**src/rtl/oam_dma_arbiter_pkg.sv**
```systemverilog
// Shared definitions for the OAM DMA arbiter.
//   dma_state_t  : engine state encoding (IDLE / START / ACTIVE)
//   constants    : register address, OAM base, hi-port base, transfer length,
//                  trigger-to-first-byte delay
//   src_hi_map() : maps the DMA register value to the source page
package oam_dma_arbiter_pkg;

   typedef enum logic [1:0] {
      DMA_IDLE   = 2'd0,
      DMA_START  = 2'd1,
      DMA_ACTIVE = 2'd2
   } dma_state_t;

   localparam logic [15:0] DMA_REG_ADDR = 16'hFF46;
   localparam logic [15:0] OAM_BASE     = 16'hFE00;
   localparam logic [15:0] HI_BASE      = 16'hFF00;
   localparam int          DMA_LEN      = 160;
   localparam int          START_DELAY  = 4;

   localparam logic [7:0]  LAST_INDEX   = 8'(DMA_LEN - 1);
   localparam logic [2:0]  LAST_DELAY   = 3'(START_DELAY - 1);

   // Pages 0xE0-0xFF alias down by 0x20 (echo RAM), so the engine never
   // sources from the OAM / I/O region itself.
   function automatic logic [7:0] src_hi_map(input logic [7:0] dma_reg);
      return (dma_reg >= 8'hE0) ? (dma_reg - 8'h20) : dma_reg;
   endfunction

endpackage

```
**src/rtl/oam_dma_arbiter_engine.sv**
```systemverilog
// OAM DMA engine: trigger detection, START delay, per-byte read/write
// sequencing and the byte buffer. Produces ext-port requests only; the top
// level decides who owns the ext port.
//   clk, reset              : clock, synchronous active-low reset
//   cpu_write_en, reg_sel   : CPU write strobe, CPU address hits the DMA register
//   cpu_wdata               : CPU write data (new DMA register value)
//   ext_rdata               : main-space read data (source byte)
//   dma_reg                 : current DMA register value (CPU readback)
//   dma_active              : high exactly while in ACTIVE
//   dma_addr/dma_wdata      : ext-port address / write data requested by DMA
//   dma_read_en/dma_write_en: ext-port strobes requested by DMA
module oam_dma_engine
   import oam_dma_arbiter_pkg::*;
(
   input  logic        clk,
   input  logic        reset,
   input  logic        cpu_write_en,
   input  logic        reg_sel,
   input  logic [7:0]  cpu_wdata,
   input  logic [7:0]  ext_rdata,
   output logic [7:0]  dma_reg,
   output logic        dma_active,
   output logic [15:0] dma_addr,
   output logic [7:0]  dma_wdata,
   output logic        dma_read_en,
   output logic        dma_write_en
);

   dma_state_t state_q, state_d;
   logic [7:0] dma_reg_q, dma_reg_d;
   logic [7:0] index_q, index_d;
   logic [1:0] phase_q, phase_d;
   logic [2:0] delay_q, delay_d;
   logic [7:0] buf_q, buf_d;
   logic       write_en_q, write_en_d;
   logic       trigger;

   // Rising edge of the write strobe only, so a held strobe fires once.
   assign trigger = cpu_write_en && !write_en_q && reg_sel;

   // State register.
   // NOTE: sequential state uses non-blocking (<=) so every flop samples
   // pre-edge values regardless of statement order.
   always_ff @(posedge clk) begin
      if (!reset) begin
         state_q <= DMA_IDLE;
      end else begin
         state_q <= state_d;
      end
   end

   always_ff @(posedge clk) begin
      if (!reset) begin
         dma_reg_q  <= 8'h00;
         index_q    <= 8'h00;
         phase_q    <= 2'd0;
         delay_q    <= 3'd0;
         buf_q      <= 8'h00;
         write_en_q <= 1'b0;
      end else begin
         dma_reg_q  <= dma_reg_d;
         index_q    <= index_d;
         phase_q    <= phase_d;
         delay_q    <= delay_d;
         buf_q      <= buf_d;
         write_en_q <= write_en_d;
      end
   end

   // Next-state and counter logic. A trigger in any state restarts.
   always_comb begin
      // NOTE: every signal gets a default here so no path infers a latch.
      state_d    = state_q;
      dma_reg_d  = dma_reg_q;
      index_d    = index_q;
      phase_d    = phase_q;
      delay_d    = delay_q;
      buf_d      = buf_q;
      write_en_d = cpu_write_en;

      if (trigger) begin
         dma_reg_d = cpu_wdata;
         state_d   = DMA_START;
         delay_d   = 3'd0;
         index_d   = 8'h00;
         phase_d   = 2'd0;
      end else begin
         case (state_q)
            DMA_START: begin
               if (delay_q == LAST_DELAY) begin
                  state_d = DMA_ACTIVE;
                  index_d = 8'h00;
                  phase_d = 2'd0;
               end else begin
                  delay_d = delay_q + 3'd1;
               end
            end
            DMA_ACTIVE: begin
               phase_d = phase_q + 2'd1;
               // Source byte is captured on the edge that ends phase 1.
               if (phase_q == 2'd1) begin
                  buf_d = ext_rdata;
               end
               if (phase_q == 2'd3) begin
                  if (index_q == LAST_INDEX) begin
                     state_d = DMA_IDLE;
                  end else begin
                     index_d = index_q + 8'h01;
                  end
               end
            end
            default: begin
               state_d = state_q;
            end
         endcase
      end
   end

   // Output decode: phases 0/1 read the source, phase 2 writes OAM,
   // phase 3 is idle on the bus.
   always_comb begin
      dma_active   = (state_q == DMA_ACTIVE);
      dma_read_en  = dma_active && !phase_q[1];
      dma_write_en = dma_active && (phase_q == 2'd2);
      dma_addr     = phase_q[1] ? (OAM_BASE + {8'h00, index_q})
                                : {src_hi_map(dma_reg_q), index_q};
      dma_wdata    = buf_q;
      dma_reg      = dma_reg_q;
   end

endmodule

```
**src/rtl/oam_dma_arbiter.sv**
```systemverilog
// CPU/DMA arbiter for the main memory space plus the OAM DMA register.
//   clk, reset          : clock, synchronous active-low reset
//   cpu_*               : CPU bus (address, write data, strobes, read data)
//   ext_*               : main space 0x0000-0xFEFF, shared with the DMA engine
//   hi_*                : I/O + HRAM 0xFF00-0xFFFF (except 0xFF46), CPU only
//   dma_active          : high while the DMA owns the ext port
// All routing is combinational; the CPU sees read data in the same cycle.
module oam_dma_arbiter
   import oam_dma_arbiter_pkg::*;
(
   input  logic        clk,
   input  logic        reset,
   input  logic [15:0] cpu_addr,
   input  logic [7:0]  cpu_wdata,
   input  logic        cpu_read_en,
   input  logic        cpu_write_en,
   output logic [7:0]  cpu_rdata,
   output logic [15:0] ext_addr,
   output logic [7:0]  ext_wdata,
   output logic        ext_read_en,
   output logic        ext_write_en,
   input  logic [7:0]  ext_rdata,
   output logic [15:0] hi_addr,
   output logic [7:0]  hi_wdata,
   output logic        hi_read_en,
   output logic        hi_write_en,
   input  logic [7:0]  hi_rdata,
   output logic        dma_active
);

   logic        reg_sel;
   logic        hi_sel;
   logic        main_sel;
   logic [7:0]  dma_reg;
   logic [15:0] dma_addr;
   logic [7:0]  dma_wdata;
   logic        dma_read_en;
   logic        dma_write_en;

   assign reg_sel  = (cpu_addr == DMA_REG_ADDR);
   assign hi_sel   = (cpu_addr >= HI_BASE) && !reg_sel;
   assign main_sel = (cpu_addr <  HI_BASE);

   oam_dma_engine u_engine (
      .clk          (clk),
      .reset        (reset),
      .cpu_write_en (cpu_write_en),
      .reg_sel      (reg_sel),
      .cpu_wdata    (cpu_wdata),
      .ext_rdata    (ext_rdata),
      .dma_reg      (dma_reg),
      .dma_active   (dma_active),
      .dma_addr     (dma_addr),
      .dma_wdata    (dma_wdata),
      .dma_read_en  (dma_read_en),
      .dma_write_en (dma_write_en)
   );

   always_comb begin
      // Hi port is CPU-only: address/data always mirror the CPU.
      hi_addr     = cpu_addr;
      hi_wdata    = cpu_wdata;
      hi_read_en  = hi_sel && cpu_read_en;
      hi_write_en = hi_sel && cpu_write_en;

      // Ext port belongs to the DMA for the whole ACTIVE state, including
      // phase 3 where it drives no strobe; CPU main-space traffic is dropped.
      if (dma_active) begin
         ext_addr     = dma_addr;
         ext_wdata    = dma_wdata;
         ext_read_en  = dma_read_en;
         ext_write_en = dma_write_en;
      end else begin
         ext_addr     = cpu_addr;
         ext_wdata    = cpu_wdata;
         ext_read_en  = main_sel && cpu_read_en;
         ext_write_en = main_sel && cpu_write_en;
      end

      // Blocked main-space reads float high, like an undriven bus.
      if (hi_sel) begin
         cpu_rdata = hi_rdata;
      end else if (reg_sel) begin
         cpu_rdata = dma_reg;
      end else if (dma_active) begin
         cpu_rdata = 8'hFF;
      end else begin
         cpu_rdata = ext_rdata;
      end
   end

endmodule

```
**config.mk**
```make
export PLATFORM = sky130hd
export DESIGN_NAME = oam_dma_arbiter
export DESIGN_NICKNAME = d
export VERILOG_FILES = /design/src/rtl/oam_dma_arbiter_pkg.sv /design/src/rtl/oam_dma_arbiter_engine.sv /design/src/rtl/oam_dma_arbiter.sv
export SDC_FILE = /design/constraint.sdc
export NUM_CORES = 1
export LEC_CHECK = 0
export BUFFER_PORTS_ARGS = -buffer_cell sky130_fd_sc_hd__buf_2
export CELL_PAD_IN_SITES_DETAIL_PLACEMENT = 0
export CELL_PAD_IN_SITES_GLOBAL_PLACEMENT = 1
export CORE_MARGIN = 2
export CORE_UTILIZATION = 34
export DETAILED_ROUTE_END_ITERATION = 8
export GPL_TIMING_DRIVEN = 0
export HOLD_SLACK_MARGIN = 0.03
export PLACE_DENSITY_LB_ADDON = 0.1
export SLEW_MARGIN = 20
export SYNTH_ARGS = -nofsm -noshare
export SYNTH_HDL_FRONTEND = slang
export SYNTH_HIERARCHICAL = 1
export SYNTH_SLANG_ARGS = --single-unit
```
**constraint.sdc**
```tcl
create_clock -name clk -period 2.8 [get_ports clk]
set_input_delay 0.56 -clock clk [delete_from_list [all_inputs] [get_ports clk]]
set_output_delay 0.56 -clock clk [all_outputs]
set_load 0.005 [all_outputs]
```
; Word-level counts from Yosys, hierarchy flattened
; Index checks and enable logic that the tools add are counted.
[word_totals]
register_bits = 32
latch_bits = 0
ram_bits = 0
romBits = 0
in_bits = 44
out_inout_bits = 61
word_cells = 75
n_memories = 0
[classes]
add_sub_neg = 5
mul = 0
div = 0
order_cmp = 3
n_eq_ne = 15
shift = 0
mux = 20
n_bitwise = 3
n_reduce_logical = 21
[op_table]
columns = op, n
row1 = 2-to-1 mux 8 bit, 8
row2 = 2-to-1 mux 16 bit, 2
row3 = equality test 16 bit (second input constant), 1
row4 = greater-or-equal comparator 16 bit (second input constant), 1
row5 = less-than comparator 16 bit (second input constant), 1
row6 = one-hot mux 8 bit (2 select lines), 1
row7 = AND reduction 4 bit, 3
row8 = adder 10 x 9 -> 11 bit (first input constant), 1
row9 = logical AND 1 bit, 9
row10 = inequality test 3 x 1 -> 1 bit (second input constant), 3
row11 = adder 8 x 1 -> 8 bit (second input constant), 1
row12 = equality test 8 bit (second input constant), 1
row13 = greater-or-equal comparator 8 bit (second input constant), 1
row14 = 2-to-1 mux 2 bit, 4
row15 = one-hot mux 2 bit (2 select lines), 2
row16 = subtractor 8 x 6 -> 8 bit (second input constant), 1
row17 = equality test 2 bit (second input constant), 3
row18 = inequality test 2 x 1 -> 1 bit (second input constant), 3
row19 = equality test 2 x 1 -> 1 bit (second input constant), 2
row20 = AND reduction 2 bit, 2
row21 = adder 3 x 1 -> 3 bit (second input constant), 1
row22 = equality test 3 x 2 -> 1 bit (second input constant), 1
row23 = zero test 1 bit, 3
row24 = 2-to-1 mux 1 bit, 3
row25 = 7 further kinds, 9

; Logic depth before layout (Yosys ltp)
; Gate-level depths: netlist of run 1.
[logic_depth]
depth_word = 5
mapped_depth = 9
mapped_depth_nobuf = 7

; Cells and area by module
; Netlist of run 1, hierarchy kept.
[by_module_without_submodules]
columns = module, n_inst, cells_per_inst, area_per_inst_um2, seq_area_each_um2
row1 = oam_dma_engine, 1, 183, 1647.8, 640.6
row2 = oam_dma_arbiter, 1, 106, 818.3, 0.0

; Worst setup path before layout of run 1
; No wires, ideal clock.
[synth_path]
path_type = input port to flip-flop
start = input port cpu_addr[5]
end = register u_engine.index_q[6]
setup_ps = 122
arrival_ps = 2138
required_time_ps = 2678
slack_ps = 540
stages = 7
n_path_buf = 1
path_cell_list = nor4b_4 > and3_1 > nand3b_4 > buf_2 > nand4_1 > o21ai_4 > a221o_1
[synth_between]
elab_chain_cells = 3
[synth_rtl]
columns = element, line_no
row1 = from (decl), oam_dma_arbiter.sv:13  ; input logic [15:0] cpu_addr,
row2 = equality test 16 bit, oam_dma_arbiter.sv:40  ; assign reg_sel = (cpu_addr == DMA_REG_ADDR);
row3 = via reg_sel, oam_dma_arbiter.sv:31  ; logic reg_sel;
row4 = logical AND 1 bit, oam_dma_arbiter_engine.sv:39  ; assign trigger = cpu_write_en && !write_en_q && reg_sel;
row5 = OR reduction 2 bit (no source line), n/a
row6 = to (signal assigned), oam_dma_arbiter_engine.sv:62  ; index_q <= index_d;
row7 = to (decl), oam_dma_arbiter_engine.sv:31  ; logic [7:0] index_q, index_d;
; The timed path passes the listed nets, and every way through them passes these cells.
; A chain may end at the register's enable or synchronous reset.

; Worst setup path in the final report of run 1
; Same ends and word-level chain as after synthesis.

==> run_results.csv, run 1 <==
group,metric,value,unit
outcome,status,"complete, no violations",
global_routing,overflow,0,
power,ir_drop,0.1515,mV
drt,viasPerCell,4.880,
global_routing,antenna_found_initial,0,
synthesis,ys_ff_latch,32,
worst_hold_path,whs_path_depth,2,
timing,timing.final.crit_share,90.31,%
drt,wire_per_inst,15.09,um
clock_tree,ctsLongestPathBuffers,2,
worst_setup_path,critPathKind,"input pin to flop",
worst_setup_path,critPathCaptureType,"flop",
synthesis,syn-cell-area,2466,um2
global_routing,track_usage,18.59,%
finish,diodes,0,
worst_setup_path,slowest_stage,"nor4b_4",
finish,final_cell_mix,"buf_2, dfxtp_1, nand2_1, buf_4, mux2_2",
timing,worst_pin_slew,0.7194,ns
timing,fmaxAchievable,395.4,MHz
clock_tree,cts-htree-levels,2,
clock_tree,clk_pin_slew,0.08,ns
timing,tns,0,ns
global_routing,met3_usage,2.493,%
synthesis,yosysTopAreaCell,"dfxtp_1",
worst_setup_path,crit_chain,"buf_2 -> nor4b_4 -> and3_1 -> nand3b_4 -> buf_2 -> nand4_1 -> o21ai_4 -> a221o_1",
placement,place.gp.congestion,0.8441,
drt,dr.pass1.iters,4,
synthesis,synth_edf_count,0,
floorplanning,ioPinCount,105,
global_routing,grt_pass1_wl,11.21,mm
synthesis,synthFlopType,"dfxtp_1",
power,power_leakage,1.403,nW
worst_setup_path,cp.depth,8,
synthesis,synth_top_area_share,25.98,%
synthesis,syn_nets,340,
synthesis,avgSynthCellArea,8.533,um2
floorplanning,die_y,89.17,um
synthesis,yosysWarnings,6,
worst_setup_path,critPathMaxFanout,10,
finish,final_cell_area,3186,um2
finish,layout.nets,450,
floorplanning,fp.coreArea,7137,um2
floorplanning,initial_utilization,34.55,%
global_routing,busiest_layer,"met2",
run,maxCapViolCount,0,
timing,rsz0062_at_grt,"false",
timing,fin_crit,2.529,ns
timing,maxSlewViolCount,0,
global_routing,grt_use_met2,30.51,%
synthesis,synthCells,289,
drt,drtAntennaViolNets,0,
finish,synthToLayoutAreaGrowth,29.17,%
power,power_density,310.8,nW/um2
clock_tree,cts_inserted_buffers,5,
floorplanning,die_x,89.17,um
synthesis,yosys-top-cells-area,"dfxtp_1, mux2_2, buf_4",
clock_tree,cts-root-buf,"clkbuf_8",
placement,placed_area,3110,um2
clock_tree,insertion_delay,0.29,ns
drt,drtIter0Drc,105,
clock_tree,tritoncts,"done",
worst_hold_path,min_to,"u_engine/dma_reg[4]",
worst_setup_path,crit_buf_inv,2,
worst_setup_path,r2r-end,"u_engine/index_q[6]",
drt,vias,2430,
worst_setup_path,critPathMaxStageDelay,0.63,ns
worst_setup_path,worstPathRequired,2.98,ns
worst_hold_path,min_path_type,"flop to flop",
worst_setup_path,arrival,2.71,ns
timing,clock-skew-final,0.01509,ns
timing,setup_viol,0,
timing,hold_violations,0,
worst_setup_path,crit_family,"simple AND/OR/NAND/NOR gates",
worst_hold_path,worstHoldStart,"u_engine/dma_reg[4]",
power,p_total,990.0,uW
global_routing,met1_usage,25.46,%
floorplanning,row_count,31,
placement,dp_hpwl,5.782,mm
worst_setup_path,worstRegToRegCells,5,
worst_setup_path,start_kind,"input pin",
global_routing,grt_pass1_vias,2121,
placement,port_buffers,104,
finish,layout_commonest_cell,"buf_2",
worst_setup_path,timing.rr.start,"u_engine/phase_q[1]",
worst_setup_path,crit_top_cell,"buf_2",
floorplanning,dieArea,7950,um2
synthesis,yosysSeqAreaShare,25.98,%
drt,route.detailed.drc,0,
drt,routed_wl,7.513,mm
synthesis,synthArstFlopShare,0,%
clock_tree,cts_sinks,32,
global_routing,grt_max_degree,18,
finish,drive_gt1_share,47.37,%
synthesis,synth_cell_types,55,
timing,maxSlewHeadroom,51.86,%
worst_setup_path,regToRegSetupSlack,1.08,ns
[synthesized netlist by cell type (2+ instances only)]
master     n
dfxtp_1   32
and2_1     4
nand2b_4   2
mux2i_1    9
o21ai_4    2
nor2_1    11
clkbuf_2   3
and4_1     2
o21ai_0    5
nor2b_1    9
a21boi_0  10
clkbuf_1   4
buf_2      8
mux2_2    24
and3_1     6
nand3b_1   2
a31oi_1    8
inv_1      8
nor4_1     3
nand2b_1   3
buf_4     25
nand2_1   30
or2_2      4
a211oi_1  10
nand3_1   12
a21oi_1    5
o22a_1     2
nor3_1     2
o21ai_1   10
nand4_1    3
ha_1       7
[final cells by class]
type / count / area (um2)
Buffer: 39 / 255.2
Clock buffer: 6 / 72.57
Clock inverter: 1 / 5.005
Fill cell: 776 / 3951
Inverter: 9 / 38.79
Multi-Input combinational cell: 208 / 1529
Sequential cell: 32 / 640.6
Tap cell: 99 / 123.9
Timing Repair Buffer: 104 / 520.5
[kinds of logic after synthesis]
family,share of synthesized area (%)
XOR/XNOR,0.3552
AO/OA/AOI/OAI,16.95
flip-flops,25.98
buffers and inverters,12.02
AND/OR/NAND/NOR,26.54
multiplexers,14.61
adder cells (fa/ha/maj),3.551
[metrics by stage]
| stage | utilization, % | std cells | hold WS, ns | setup WS, ns |
|---|---|---|---|---|
| floorplan | - | 289 | 0.4515 | 0.5400 |
| global placement | 43.58 | 492 | 0.4702 | -0.03335 |
| detailed placement | 43.58 | 492 | 0.4696 | -0.05463 |
| CTS | 44.64 | 498 | 0.4808 | 0.2606 |
| global route | 44.64 | 498 | 0.5002 | 0.1580 |
| finish | 44.64 | 498 | 0.4764 | 0.2712 |
[worst register-to-register path: stages (launching register included)]
cell and delay, ns:
dfxtp_1 0.56, ha_1 0.27, nand3b_1 0.11, nand4_1 0.22, o21ai_4 0.11, a221o_1 0.36
[metal layers]
| metal | part of all wire [%] | vias up |
|---|---|---|
| li1 | - | 1234 |
| met5 | 0 | - |
| met3 | 5.2 | 7 |
| met2 | 49 | 71 |
| met1 | 45 | 1118 |
| met4 | 1.1 | 0 |
[report_power, final]
group | total (mW) | switching, mW | internal [mW]
Combinational | 0.191 | 0.0843 | 0.107
Sequential | 0.461 | 0.00224 | 0.459
Clock | 0.338 | 0.169 | 0.169
Total | 0.990 | 0.256 | 0.734
[worst max-delay path by stage]
stage,startpoint,endpoint
after global placement,cpu_addr[5],u_engine/index_q[6]
after CTS,cpu_addr[5],u_engine/index_q[6]
after global routing,cpu_addr[5],u_engine/index_q[6]
after detailed placement,cpu_addr[5],u_engine/index_q[6]
after floorplan,cpu_addr[5],u_engine/index_q[6]
final,cpu_addr[5],u_engine/index_q[6]
[repair_timing]
item,CTS,global route
setup endpoints to repair,28,0
setup buffers,0,0
gates resized for setup,1,0
hold buffers,0,0
No activity file was read; power rests on OpenSTA's default activity.
==> run 2, diff against run 1 <==
- CAP_MARGIN: not set -> 20
- GPL_TIMING_DRIVEN: 0 -> not set
==> run 2 against run 1 <==
  * Via count down 4.4%
  * Non-clock buffer count down 32
  * Clock-buffer cell count up 1
  * Clock power up 16%
  * Register-to-register slack worse by 0.24 ns
  * First-iteration DRC count down 13%
  * Core utilization down 2.5 points
==> run_results.csv, run 2 (same netlist as run 1, synthesis figures left out) <==
group,metric,value,unit
finish,diodes,0,
finish,synthToLayoutAreaGrowth,21.97,%
global_routing,grt_pass1_vias,2106,
finish,layout.nets,418,
floorplanning,row_count,31,
worst_setup_path,worstPathRequired,2.24,ns
timing,fin_hold_ws,0.4864,ns
power,p_total,1.019,mW
clock_tree,cts_sinks,32,
worst_setup_path,crit_buf_inv,2,
global_routing,track_usage,18.43,%
placement,place_ws,0.3104,ns
timing,maxSlewHeadroom,59.41,%
worst_setup_path,critPathMaxFanout,8,
timing,clock-skew-final,0.007837,ns
finish,fin_cells,466,
power,power_leakage,1.272,nW
drt,viasPerCell,4.983,
floorplanning,die_y,89.17,um
clock_tree,tritoncts,"done",
timing,setup_viol,0,
worst_setup_path,critPathMaxStageDelay,0.74,ns
finish,drive_gt1_share,43.87,%
timing,rsz0062_at_grt,"false",
timing,tns,0,ns
worst_setup_path,critPathKind,"input pin to output pin",
outcome,status,"complete, no violations",
floorplanning,fp.coreArea,7137,um2
drt,vias,2322,
power,ir_drop,0.2392,mV
finish,fin_util,42.15,%
clock_tree,post-cts-setup-buffer-count,0,
global_routing,grt_max_degree,45,
clock_tree,cts.repair.resized,0,
timing,worst_slack,0.2999,ns
drt,wire_per_inst,15.85,um
clock_tree,cts-root-buf,"clkbuf_8",
placement,port_buffers,104,
worst_setup_path,arrival,1.94,ns
floorplanning,dieArea,7950,um2
floorplanning,initial_utilization,34.55,%
worst_setup_path,start_kind,"input pin",
finish,layout_commonest_cell,"buf_2",
timing,maxSlewViolCount,0,
placement,dpl.cell_count,459,
worst_hold_path,min_path_type,"flop to flop",
timing,worst_pin_slew,0.6076,ns
clock_tree,cts_inserted_buffers,5,
global_routing,antenna_found_initial,0,
clock_tree,insertion_delay,0.28,ns
power,power_density,338.7,nW/um2
timing,timing.final.crit_share,89.29,%
timing,fmaxAchievable,400.0,MHz
clock_tree,clk_pin_slew,0.07,ns
worst_setup_path,crit_family,"simple AND/OR/NAND/NOR gates",
floorplanning,die_x,89.17,um
timing,hold_violations,0,
placement,placed_area,2912,um2
worst_setup_path,crit_chain,"buf_2 -> or4b_1 -> o21ai_1 -> a31oi_1 -> buf_2",
global_routing,grt_pass1_wl,11.16,mm
timing,fin_crit,2.500,ns
placement,place.gp.congestion,0.7648,
run,maxCapViolCount,0,
finish,final_cell_mix,"buf_2, dfxtp_1, nand2_1, mux2_2, nand3_1",
placement,dp_hpwl,5.483,mm
global_routing,overflow,0,
drt,route.detailed.drc,0,
floorplanning,ioPinCount,105,
drt,drtIter0Drc,91,
drt,dr.pass1.iters,4,
worst_setup_path,critPathCaptureType,"output pin",
drt,routed_wl,7.388,mm
worst_setup_path,slowest_stage,"or4b_1",
clock_tree,ctsLongestPathBuffers,2,
finish,final_cell_area,3008,um2
drt,drtAntennaViolNets,0,
worst_setup_path,crit_top_cell,"buf_2",
clock_tree,ctsHoldBuffers,0,
clock_tree,cts-htree-levels,2,
[run 2: cell count changes in the layout (fill, tap and decap cells not counted), sizes merged]
cell / delta
clkbuf: -5
buf: -26
clkinv: -1
[run 2: layout make-up]
type | count | area (um2)
Timing Repair Buffer | 111 | 573.1
Tap cell | 99 | 123.9
Clock buffer | 7 | 96.34
Sequential cell | 32 | 640.6
Inverter | 9 | 38.79
Fill cell | 768 | 4129
Multi-Input combinational cell | 208 | 1535
[run 2: worst paths after layout]
check                                          from                     to  slack (ns)  cells after the start
worst max-delay path                    cpu_addr[5]           cpu_rdata[7]        0.30                      5
worst min-delay path            u_engine/dma_reg[2]    u_engine/dma_reg[2]        0.49                      2
worst max register to register  u_engine/state_q[1]  u_engine/dma_wdata[5]        0.84                      5
worst min register to register  u_engine/dma_reg[2]    u_engine/dma_reg[2]        0.49                      2
[run 2: where the power goes]
group / switching, mW / total [mW] / internal (mW)
Sequential: 0.00511 / 0.464 / 0.459
Clock: 0.173 / 0.392 / 0.219
Combinational: 0.0762 / 0.163 / 0.0866
Total: 0.255 / 1.02 / 0.764
[run 2: worst register-to-register path, cell delays in order, from the launching register on]
cell and delay, ns:
dfxtp_1 0.51, nand2b_4 0.12, inv_6 0.30, and3_1 0.60, mux2i_1 0.26, nor2b_1 0.06
[run 2: layer usage]
layer	share of wire, %	GRT usage (%)	vias to the layer above
met5	0	0	-
met4	0.62	4.478	0
met3	4.3	3.139	4
met2	51	32.26	59
met1	44	23.53	1085
li1	-	-	1174
